`config.mk`:
```
export PLATFORM = sky130hd
export DESIGN_NAME = demux4_stream
export DESIGN_NICKNAME = d
export VERILOG_FILES = /design/src/rtl/demux4_stream_pkg.sv /design/src/rtl/demux4_stream_slot.sv /design/src/rtl/demux4_stream.sv
export SDC_FILE = /design/constraint.sdc
export NUM_CORES = 1
export LEC_CHECK = 0
export CAP_MARGIN = 20
export CORE_AREA = 2 2 131 120
export CTS_CLUSTER_SIZE = 16
export DETAILED_ROUTE_END_ITERATION = 10
export DIE_AREA = 0 0 133 122
export DONT_BUFFER_PORTS = 1
export PLACE_DENSITY_LB_ADDON = 0.1
export SLEW_MARGIN = 30
export SYNTH_ARGS = -nofsm -noshare
export SYNTH_HDL_FRONTEND = slang
export SYNTH_HIERARCHICAL = 1
export SYNTH_SLANG_ARGS = --single-unit
```
`constraint.sdc`:
```
create_clock -name clk_i -period 2.8 [get_ports clk_i]
set_input_delay 0.28 -clock clk_i [delete_from_list [all_inputs] [get_ports clk_i]]
set_output_delay 0.28 -clock clk_i [all_outputs]
set_load 0.005 [all_outputs]
```
`src/rtl/demux4_stream_pkg.sv`:
```
// ============================================================================
//  Module   : demux4_stream_pkg
//  Purpose  : Shared constants and helpers for the 1-to-4 stream demultiplexer
//  Revision : 1.0  initial release
// ============================================================================
`default_nettype none

package demux4_stream_pkg;

    // Width of the channel select field
    localparam int SEL_W = 2;

    // One-hot decode of a channel select, gated by an enable
    function automatic logic [3:0] sel_onehot(input logic [SEL_W-1:0] sel, input logic en);
        logic [3:0] oh;
        oh = 4'b0000;
        if (en) begin
            oh[sel] = 1'b1;
        end
        return oh;
    endfunction

endpackage : demux4_stream_pkg

`default_nettype wire

```
`src/rtl/demux4_stream_slot.sv`:
```
// ============================================================================
//  Module   : stream_slot
//  Purpose  : One-entry holding register for a single demux output channel.
//             Load wins over drain so a same-cycle drain+reload keeps the
//             slot valid with the new payload; flush wins over both.
//  Revision : 1.0  initial release
// ============================================================================
`default_nettype none

module stream_slot #(
    parameter int WIDTH = 32
) (
    input  logic             clk_i,
    input  logic             rst_i,
    input  logic             load_i,
    input  logic             drain_i,
    input  logic             flush_i,
    input  logic [WIDTH-1:0] data_i,
    output logic             valid_o,
    output logic [WIDTH-1:0] data_o
);

    // Valid flag: flush clears, load sets, drain alone clears
    always_ff @(posedge clk_i or posedge rst_i) begin
        if (rst_i) begin
            valid_o <= 1'b0;
        end else if (flush_i) begin
            valid_o <= 1'b0;
        end else if (load_i) begin
            valid_o <= 1'b1;
        end else if (drain_i) begin
            valid_o <= 1'b0;
        end
    end

    // Payload: captured only on a non-flushed load, otherwise held
    always_ff @(posedge clk_i or posedge rst_i) begin
        if (rst_i) begin
            data_o <= '0;
        end else if (load_i && !flush_i) begin
            data_o <= data_i;
        end
    end

endmodule : stream_slot

`default_nettype wire

```
`src/rtl/demux4_stream.sv`:
```
// ============================================================================
//  Module   : demux4_stream
//  Purpose  : 1-to-4 registered stream demultiplexer with valid/ready
//             handshake, per-channel one-entry slots, flush and a
//             saturating stall-cycle counter.
//  Revision : 1.0  initial release
// ============================================================================
`default_nettype none

module demux4_stream
    import demux4_stream_pkg::*;
#(
    parameter int WIDTH   = 32,
    parameter int STALL_W = 16
) (
    input  logic               clk_i,
    input  logic               rst_i,
    input  logic               flush_i,
    input  logic               valid_i,
    output logic               ready_o,
    input  logic [SEL_W-1:0]   sel_i,
    input  logic [WIDTH-1:0]   data_i,
    output logic [3:0]         valid_o,
    input  logic [3:0]         ready_i,
    output logic [WIDTH-1:0]   d0_o,
    output logic [WIDTH-1:0]   d1_o,
    output logic [WIDTH-1:0]   d2_o,
    output logic [WIDTH-1:0]   d3_o,
    output logic [STALL_W-1:0] stall_cnt_o
);

    localparam int NUM_CH = 4;

    logic              accept;
    logic [NUM_CH-1:0] load;
    logic [NUM_CH-1:0] drain;
    logic [WIDTH-1:0]  slot_data [NUM_CH];

    // Accept when not flushing and the addressed slot is empty or draining now
    always_comb begin
        ready_o = ~flush_i & (~valid_o[sel_i] | ready_i[sel_i]);
        accept  = valid_i & ready_o;
        load    = sel_onehot(sel_i, accept);
        drain   = valid_o & ready_i;
    end

    generate
        for (genvar k = 0; k < NUM_CH; k++) begin : g_slot
            stream_slot #(
                .WIDTH (WIDTH)
            ) u_slot (
                .clk_i   (clk_i),
                .rst_i   (rst_i),
                .load_i  (load[k]),
                .drain_i (drain[k]),
                .flush_i (flush_i),
                .data_i  (data_i),
                .valid_o (valid_o[k]),
                .data_o  (slot_data[k])
            );
        end
    endgenerate

    assign d0_o = slot_data[0];
    assign d1_o = slot_data[1];
    assign d2_o = slot_data[2];
    assign d3_o = slot_data[3];

    // Count producer stall cycles, holding at all-ones instead of wrapping
    always_ff @(posedge clk_i or posedge rst_i) begin
        if (rst_i) begin
            stall_cnt_o <= '0;
        end else if (valid_i && !ready_o && (stall_cnt_o != {STALL_W{1'b1}})) begin
            stall_cnt_o <= stall_cnt_o + STALL_W'(1);
        end
    end

endmodule : demux4_stream

`default_nettype wire
```
==> impl_metrics.csv <==
group,metric,value,unit
route,viasPerCell,5.19,
timing,tns,0,ns
clocking,cts-resized-gates,0,
timing,setup_ws,0.228,ns
floorplan,fp.coreArea,15000,µm²
timing,slew_headroom,42.5,%
route,vias,3432,
layout,diodes,0,
clocking,cts_tree,"done",
timing,clock.fmax,389,MHz
timing,rsz0062_at_grt,"false",
place,dp.final_hpwl,9640,µm
timing,hold_viol_final,0,
global_routing,grt_antenna_before_repair,0,
power,p_per_area,812,nW/µm²
hold_path,min_path_type,"in -> reg",
global_routing,grt-ovfl-total,0,
power,vdd_drop_max,0.000403,V
route,finalWirelength,14800,µm
place,dpl_worst_slack,0.289,ns
synth,yosys_warnings,6,
worst_setup_path,reg2reg_depth,8,
route,drt_iter0_markers,87,
hold_path,hold_path_depth,1,
route,antenna_left,0,
layout,drive_gt1_share,39.7,%
worst_setup_path,crit_type,"reg -> reg",
worst_setup_path,worstSetupEndpointType,"flip-flop",
floorplan,fp-row-count,43,
place,port_buffers,0,
layout,layout.nets,490,
synth,avgSynthCellArea,16.8,µm²
timing,hold_ws,0.0220,ns
place,dp_cells,587,
floorplan,dieHeight,122,µm
clocking,cts_hold_buf,33,
timing,min_period_over_period,91.9,%
floorplan,die_w,133,µm
layout,fin_area,7690,µm²
synth,syn_inst,391,
synth,yosysSeqAreaShare,56.4,%
power,power,6.25,mW
floorplan,die_area,16200,µm²
clocking,clock-sinks,148,
timing,fin_worst_skew,0.00732,ns
worst_setup_path,startpoint_type,"flip-flop",
clocking,clk_pin_slew_worst_paths,0.06,ns
synth,mappedNetlistNets,434,
layout,final_util,51.3,%
layout,layout_commonest_cell,"dfrtp_1",
route,firstDrtPassIters,4,
worst_setup_path,crit_fanout,18,
floorplan,top_level_ports,191,
run_status,status,"finished, final reports clean",
route,drc,0,
place,placed_cell_area,6690,µm²
clocking,cts_buffers,17,
synth,synth_seq_cells,148,
timing,period_needed,2.57,ns
power,p_leak,3.45,nW
clocking,h-tree-depth,4,
clocking,clock_latency,0.42,ns
clocking,cts_root_buf,"clkbuf_16",
layout,syn_to_final_growth,17.1,%
global_routing,grt_pass1_wl,22600,µm
worst_setup_path,crit_required,3.09,ns
synth,syn-cell-area,6570,µm²
synth,synthDistinctLibCells,37,
timing,final_max_slew_viol_count,0,
flow_run,cap_violations,0,
layout,most-common-layout-cells,"dfrtp_1, mux2_4, dlygate4sd3_1",
clocking,cts_buffer_depth,2,
global_routing,grt_max_degree,34,
route,wl_per_cell,22.3,µm
timing,worst_pin_slew,0.857,ns
timing,setup_viol,0,
floorplan,start_util,43.8,%
global_routing,grt_pass1_vias,3667,
layout,stdcell_count,661,
worst_setup_path,arrival,2.87,ns
global_routing,grt_usage,18.6,%
place,gp_congestion,0.751,
clocking,cts_setup_buffers,0,
==> layout make-up <==
| type | instances | area, µm² |
|---|---|---|
| clock buffer | 22 | 474 |
| clock inverter | 9 | 104 |
| fill | 1268 | 7320 |
| inverter | 10 | 38.8 |
| multi-input combinational | 215 | 2530 |
| sequential | 148 | 3700 |
| tap | 202 | 253 |
| timing repair buffer | 55 | 596 |
==> power breakdown <==
part	leakage (nW)	internal (mW)	switching (mW)
clock	0.282	1.37	0.855
sequential	1.83	2.63	0.498
combinational	1.33	0.642	0.248
==> path summary, 6_finish.rpt <==
check | start | to | slack [ns]
max | g_slot[3].u_slot/valid_o$_DFFE_PP0P_ | g_slot[1].u_slot/data_o[9]$_DFFE_PP0P_ | 0.23
min | data_i[9] | g_slot[2].u_slot/data_o[9]$_DFFE_PP0P_ | 0.02
max reg2reg | g_slot[3].u_slot/valid_o$_DFFE_PP0P_ | g_slot[1].u_slot/data_o[9]$_DFFE_PP0P_ | 0.23
min reg2reg | stall_cnt_o[7]$_DFFE_PP0P_ | stall_cnt_o[7]$_DFFE_PP0P_ | 0.53
max in group asynchronous | rst_i | g_slot[3].u_slot/data_o[30]$_DFFE_PP0P_ | 1.61
min in group asynchronous | rst_i | g_slot[2].u_slot/data_o[22]$_DFFE_PP0P_ | 0.45
==> synth_stat cells (all sizes together) <==
cell	instances	share of area, %
ha	1	0.19
nand2b	5	0.48
nor3	8	0.78
inv	10	0.57
and2	4	0.38
or2	2	0.19
nor2	4	0.23
dfrtp	148	56
and4b	1	0.15
nor4b	1	0.23
mux2	132	29
nand3b	1	0.11
and3	1	0.095
nor4	5	0.57
a21oi	5	0.44
xnor2	3	0.40
nand2	6	0.34
or3	2	0.19
nand4	4	0.38
and4	1	0.13
or3b	1	0.13
buf	18	4.6
o21ai	1	0.13
nor4bb	1	0.15
xor2	9	1.2
nand3	9	0.76
or4	1	0.11
nor2b	4	0.84
nor3b	3	0.34
==> state kept, by name (all words and copies together), names as in the netlist <==
signal                 cells
g_slot.u_slot/data_o     128
stall_cnt_o               16
g_slot.u_slot/valid_o      4
==> kinds of logic after synthesis <==
family	synth area share, %
AOI/OAI and AO/OA	0.571
buffers and inverters	5.16
DFF	56.4
adders and majority gates	0.190
xor gates and xnor gates	1.60
muxes	29.5
and+or+nand+nor	6.61
==> critical path, stage by stage, from the launching register on <==
cell,delay (ns)
dfrtp_1,0.41
and4b_1,0.18
or3_1,0.37
nor2_1,0.17
nand2_1,0.12
nor3b_1,0.35
nor2b_4,0.29
buf_12,0.22
mux2_2,0.35
==> metal layers <==
layer  routed length, µm  GRT usage (%)  up-vias
li1                    -              -     1489
met1                6510           24.3     1789
met2                6780           28.1      138
met3                1260           8.57       16
met4                 191           5.04        0
met5                   0              0        -
(Power assumes the default switching activity.)
